### config.mk
export PLATFORM = sky130hd
export DESIGN_NAME = dcache_wt
export DESIGN_NICKNAME = d
export VERILOG_FILES = /design/src/rtl/dcache_wt.sv
export SDC_FILE = /design/constraint.sdc
export NUM_CORES = 2
export LEC_CHECK = 0
export ABC_AREA = 1
export CORE_AREA = 3 3 570 572
export DETAILED_ROUTE_END_ITERATION = 6
export DIE_AREA = 0 0 573 575
export PLACE_DENSITY = 0.67
export SYNTH_ARGS = -nofsm -noshare
export SYNTH_HDL_FRONTEND = slang
export SYNTH_SLANG_ARGS = --single-unit
### constraint.sdc
create_clock -name clk -period 9.2 [get_ports clk]
set_input_delay 1.84 -clock clk [delete_from_list [all_inputs] [get_ports clk]]
set_output_delay 1.84 -clock clk [all_outputs]
set_load 0.01 [all_outputs]
### src/rtl/dcache_wt.sv
// dcache_wt: direct-mapped write-through no-write-allocate data cache with one-word lines and hit/miss counters
module dcache_wt #(
    parameter int IDX_W = 6,
    parameter int TAG_W = 24
) (
    input  logic        clk,
    input  logic        rst,
    input  logic        dreq,
    input  logic        dwrite,
    input  logic [1:0]  dsize,
    input  logic [31:0] daddr,
    input  logic [31:0] wdata,
    output logic [31:0] rdata,
    output logic        dready_n,
    output logic        dbusy,
    input  logic        flush,
    output logic        mem_req,
    output logic        mem_we,
    output logic [31:0] mem_addr,
    output logic [31:0] mem_wdata,
    output logic [3:0]  mem_wstrb,
    input  logic [31:0] mem_rdata,
    input  logic        mem_ack,
    output logic [31:0] hit_count,
    output logic [31:0] miss_count
);
    localparam int LINES = 1 << IDX_W;
    typedef enum logic [1:0] {IDLE, RD_MISS, WR_THRU, RESP} state_t;
    state_t            r_state;
    logic [LINES-1:0]  r_valid;
    logic [TAG_W-1:0]  r_tags [LINES];
    logic [31:0]       r_lines [LINES];
    logic [31:0]       r_rdata, r_mem_addr, r_mem_wdata, r_hit_count, r_miss_count;
    logic [3:0]        r_mem_wstrb;
    logic              r_dready_n, r_mem_req, r_mem_we, r_flush_pend;
    logic [IDX_W-1:0]  r_idx;
    logic [TAG_W-1:0]  r_tag;
    logic [1:0]        r_off, r_size;
    logic              w_word, w_half, w_inval, w_hit;
    logic [1:0]        w_off;
    logic [IDX_W-1:0]  w_idx;
    logic [TAG_W-1:0]  w_tag;
    logic [3:0]        w_strb;
    logic [31:0]       w_rep, w_mask, w_wdata, w_merged;

    function automatic logic [31:0] extract(input logic [31:0] word, input logic [1:0] off, input logic [1:0] sz);
        logic [31:0] s;
        s = word >> {off, 3'b000};
        return sz[1] ? s : sz[0] ? {16'b0, s[15:0]} : {24'b0, s[7:0]};
    endfunction

    // misaligned halves/words are silently aligned down
    assign w_word   = dsize[1];
    assign w_half   = dsize == 2'b01;
    assign w_off    = {daddr[1] & ~w_word, daddr[0] & ~w_word & ~w_half};
    assign w_idx    = daddr[2 +: IDX_W];
    assign w_tag    = daddr[31 -: TAG_W];
    assign w_inval  = flush | r_flush_pend;
    assign w_hit    = !w_inval && r_valid[w_idx] && r_tags[w_idx] == w_tag;
    assign w_strb   = w_word ? 4'hF : w_half ? 4'b0011 << {w_off[1], 1'b0} : 4'b0001 << w_off;
    assign w_rep    = w_word ? wdata : w_half ? {2{wdata[15:0]}} : {4{wdata[7:0]}};
    assign w_mask   = {{8{w_strb[3]}}, {8{w_strb[2]}}, {8{w_strb[1]}}, {8{w_strb[0]}}};
    assign w_wdata  = w_rep & w_mask;
    assign w_merged = (r_lines[w_idx] & ~w_mask) | w_wdata;

    always_ff @(posedge clk) begin
        if (r_state == RD_MISS && mem_ack) begin
            r_lines[r_idx] <= mem_rdata;
            r_tags[r_idx]  <= r_tag;
        end else if (r_state == IDLE && dreq && dwrite && w_hit) begin
            r_lines[w_idx] <= w_merged;
        end
    end

    always_ff @(posedge clk or posedge rst) begin
        if (rst) begin
            r_state      <= IDLE;
            r_valid      <= '0;
            r_rdata      <= '0;
            r_mem_addr   <= '0;
            r_mem_wdata  <= '0;
            r_mem_wstrb  <= '0;
            r_hit_count  <= '0;
            r_miss_count <= '0;
            r_dready_n   <= 1'b1;
            r_mem_req    <= 1'b0;
            r_mem_we     <= 1'b0;
            r_flush_pend <= 1'b0;
            r_idx        <= '0;
            r_tag        <= '0;
            r_off        <= '0;
            r_size       <= '0;
        end else begin
            if (flush && r_state != IDLE)
                r_flush_pend <= 1'b1;
            case (r_state)
                IDLE: begin
                    if (w_inval) begin
                        r_valid      <= '0;
                        r_flush_pend <= 1'b0;
                    end
                    if (dreq) begin
                        r_idx  <= w_idx;
                        r_tag  <= w_tag;
                        r_off  <= w_off;
                        r_size <= dsize;
                        if (dwrite) begin
                            r_mem_req   <= 1'b1;
                            r_mem_we    <= 1'b1;
                            r_mem_addr  <= {daddr[31:2], 2'b00};
                            r_mem_wdata <= w_wdata;
                            r_mem_wstrb <= w_strb;
                            r_state     <= WR_THRU;
                        end else if (w_hit) begin
                            r_rdata     <= extract(r_lines[w_idx], w_off, dsize);
                            r_hit_count <= r_hit_count + {31'b0, ~&r_hit_count};
                            r_dready_n  <= 1'b0;
                            r_state     <= RESP;
                        end else begin
                            r_miss_count <= r_miss_count + {31'b0, ~&r_miss_count};
                            r_mem_req    <= 1'b1;
                            r_mem_we     <= 1'b0;
                            r_mem_addr   <= {daddr[31:2], 2'b00};
                            r_mem_wstrb  <= 4'b0000;
                            r_state      <= RD_MISS;
                        end
                    end
                end
                RD_MISS: if (mem_ack) begin
                    r_valid[r_idx] <= 1'b1;
                    r_rdata        <= extract(mem_rdata, r_off, r_size);
                    r_mem_req      <= 1'b0;
                    r_dready_n     <= 1'b0;
                    r_state        <= RESP;
                end
                WR_THRU: if (mem_ack) begin
                    r_mem_req  <= 1'b0;
                    r_mem_we   <= 1'b0;
                    r_dready_n <= 1'b0;
                    r_state    <= RESP;
                end
                RESP: begin
                    r_dready_n <= 1'b1;
                    r_state    <= IDLE;
                end
            endcase
        end
    end

    assign rdata      = r_rdata;
    assign dready_n   = r_dready_n;
    assign dbusy      = r_state == RD_MISS || r_state == WR_THRU;
    assign mem_req    = r_mem_req;
    assign mem_we     = r_mem_we;
    assign mem_addr   = r_mem_addr;
    assign mem_wdata  = r_mem_wdata;
    assign mem_wstrb  = r_mem_wstrb;
    assign hit_count  = r_hit_count;
    assign miss_count = r_miss_count;
endmodule

==> impl_results.md <==
* Setup TNS at 0 ns
* Worst hold-check slack at between 0.4 and 0.5 ns
* Worst Skew at a little over 0.07 ns
* CP Class: input pin to flop
* R2R setup slack at about 3.7 ns
* Drt wl/cell at about 27 um
* Synth cell types at between 40 and 50
* Post-CTS setup buffers at 0
* Tcrit/Tclk final at 0.803
* Total congestion overflow at 0
* CP arrival at 8.01 ns
* Height of the die at roughly 580 um
* Largest net degree at the start of global routing at between 150 and 200
* Gpl congestion at 0.981
* Number of max-cap violations at 0
* Placed Cells at 17.2k
* Initial detailed-routing violation count at between 15k and 20k
* DR pass1 iterations at 7
* Hold depth at 2
* CTS tree: yes
* Wire length of the first global-routing pass at a little under 700 mm
* Clk_lat worst skew at between 0.9 and 1 ns
* Post-route DRC at 2
* DRT Wirelength at 479 mm
* Max Clk Rate at between 100 and 150 MHz
* R2r startpoint: r_tags[14][2]
* CTS H-tree depth at 5
* Post-Syn Area per Cell at 11.9 um^2
* Hold Crit Class: flop to flop
* Tot GR Track Use at 0.282
* Clock Root Buffer: clkbuf_16
* Hpwl dp at ~270 mm
* Nets@finish at roughly 13k
* Clock Sinks at between 3k and 4k
* Cells along the critical path: buf_8 > inv_8 > buf_12 > nand3_1 > nand3_1 > nand3_1 > nand3_1 > nand3_1 > nand3b_1 > nand2_1 > nor2_1 > nand3_1 > nor2_1 > nand4_2 > inv_2 > buf_4 > o211ai_1 > o21ai_0 > inv_2 > buf_4
* Crit path launch type: input pin
* Leak at roughly 61 nW
* Seq/Total Area, Yosys at 0.729
* Crit path launch: daddr[3]
* Crit-path max cell delay at about 0.64 ns
* I/O pins at approximately 270
* Max-slew violations at 0
* Vias in the first global route at just over 100k
* Via count at ~110k
* Std cell rows at approximately 210
* Seq cells post-synth at approximately 3.9k
* Final Cell Area at between 0.15 and 0.2 mm^2
* Worst path required time at slightly below 10 ns
* Worst-path fanout max at 87
* Final hold violation count at 0
* Num CTS Buffers at 377
* CORE AREA at 0.321 mm^2
* Failing checks: DRC
* Synth warn at 0
* Clock buffer depth at 4
* P per Cell Area at around 240 mW/mm^2
* Routed vias/inst at between 6 and 7
* Layout cells sized above 1 at 0.0826
* Crit path time final at 7.39 ns
* Syn Inst Count at approximately 13k
* CTS resizes at 0
* CTS Hold Bufs at 0
* Die Area at 0.329 mm^2
* Worst Reg2Reg Path Length in Cells at 18
* Worst-path clk slew at approximately 0.06 ns
* Syn-to-layout area delta at 13.3%
* Slew headroom at 0.123
* CP dominant cell by count: nand3_1
* Setup-failing EPs final at 0
* Post-route ant nets at 0
* Status: complete, but fails checks
* Peak supply drop at slightly below 0.3 mV
* Measured slew at the worst slew-check pin at 1.32 ns
* Final Util at 0.554
* Placed Area at 0.165 mm^2
* Fill cells at 26.1k
* Worst setup EP type: flop
* Initial core utilization at 0.489
* Initial antenna violation count at 18
* Fin cells at ~18k
* Most frequent cells in the layout: 3584 x edfxtp_1, 2607 x nand2_1, 1914 x nand3_1
* IO buf count at 269
* Crit path to: r_lines[29][10]
* Most common cell after layout, fill and taps aside: edfxtp_1
* Unrepaired setup endpoints after global routing: false
* Critical-path top delay cell: inv_2
* Die X at between 500 and 600 um
* Crit Reg-Reg Endpoint: r_lines[29][10]
* Synthesized area at 0.157 mm^2
==> worst min-delay path by stage <==
stage / startpoint / to / slack [ns]
final: rdata[29] / rdata[29] / 0.49
after CTS: rdata[8] / rdata[8] / 0.49
after detailed placement: rdata[23] / rdata[23] / 0.47
after floorplan: r_size[0] / r_size[0] / 0.45
after global routing: mem_wdata[20] / mem_wdata[20] / 0.50
after global placement: rdata[8] / rdata[8] / 0.46
==> worst max-delay path, delay by kind of cell <==
kind                   cells  cell delay (ns)
and+or+nand+nor           11             2.16
AOI/OAI and AO/OA          2             0.55
buffers and inverters      7             3.20
==> sequential cells by signal, summed over array words and instances (netlist names), 4 cells and up <==
signal and cells:
hit_count 32, mem_addr 30, mem_wdata 32, mem_wstrb 4
miss_count 32, r_idx 6, r_lines 2048, r_tag 24
r_tags 1536, r_valid 64, rdata 32
==> per-stage QoR <==
step / worst slack [ns] / power (mW)
finish: 1.81 / 41.9
global route: 1.65 / 43.1
CTS: 2.26 / 41.9
detailed placement: 1.31 / 26.6
global placement: 1.29 / 26.6
floorplan: 0.0364 / 23.9
==> report_power, final <==
| group | leakage, nW | internal [mW] | switching (mW) | total (mW) |
|---|---|---|---|---|
| sequential | 35.8 | 20.6 | 0.586 | 21.2 |
| combinational | 19.2 | 1.31 | 3.93 | 5.25 |
| clock | 5.92 | 8.89 | 6.56 | 15.5 |
==> cell type report <==
class / instances / area (um^2) / area share
diodes: 9 / 22.5 / 0.000127
clock buffers: 467 / 10000 / 0.0563
clock inverters: 214 / 2170 / 0.0122
inverters: 200 / 813 / 0.00458
multi-input cells: 8240 / 38500 / 0.217
flip-flops and latches: 3850 / 114000 / 0.644
well taps: 4305 / 5390 / 0.0303
repair buffers: 635 / 6350 / 0.0357
==> per-layer routing <==
metal | GRT usage | share of wire | vias to the layer above
met5 | 0.00359 | 0.00046 | -
li1 | - | - | 47700
met2 | 0.418 | 0.44 | 6734
met3 | 0.0781 | 0.13 | 952
met1 | 0.401 | 0.39 | 53700
met4 | 0.101 | 0.040 | 10
==> synth_stat cells, drive strengths merged <==
library cell / n / share of area
a21oi: 18 / 0.00057
buf: 465 / 0.016
and2: 1 / 0.000040
o211ai: 36 / 0.0017
a221oi: 1 / 0.000056
or2: 1 / 0.000040
o21bai: 1 / 0.000048
nand2: 2620 / 0.063
nor3: 107 / 0.0034
o31ai: 1 / 0.000048
nand3b: 6 / 0.00029
o221ai: 6 / 0.00034
mux2i: 1 / 0.000064
xnor2: 24 / 0.0013
nand4: 32 / 0.0014
inv: 187 / 0.0045
a22oi: 9 / 0.00043
nand3: 1914 / 0.061
o21a: 27 / 0.0013
dfstp: 1 / 0.00017
ha: 8 / 0.00064
edfxtp: 3584 / 0.69
o21ai: 1317 / 0.042
or4: 2 / 0.000096
xor2: 35 / 0.0020
o22ai: 563 / 0.022
a31oi: 67 / 0.0027
a32oi: 12 / 0.00067
dfrtp: 265 / 0.042
nor2: 1416 / 0.034
nor4: 12 / 0.00048
clkinv: 13 / 0.00032
clkbuf: 424 / 0.010
conb: 1 / 0.000024
o21ba: 1 / 0.000064
==> kinds of logic (layout without fill, tap and decap cells) <==
group / after synthesis / count (layout) / synth area share
and+or+nand+nor: 6111 / 6111 / 0.164
adders and majority gates: 8 / 8 / 0.000639
AOI/OAI and AO/OA: 2059 / 2059 / 0.0725
other: 1 / 11 / 0.0000239
muxes: 1 / 1 / 0.0000639
buffers and inverters: 1089 / 1516 / 0.0308
DFF: 3850 / 3850 / 0.729
xor gates and xnor gates: 59 / 59 / 0.00330
Note: power is estimated with default switching activity, not from simulation.
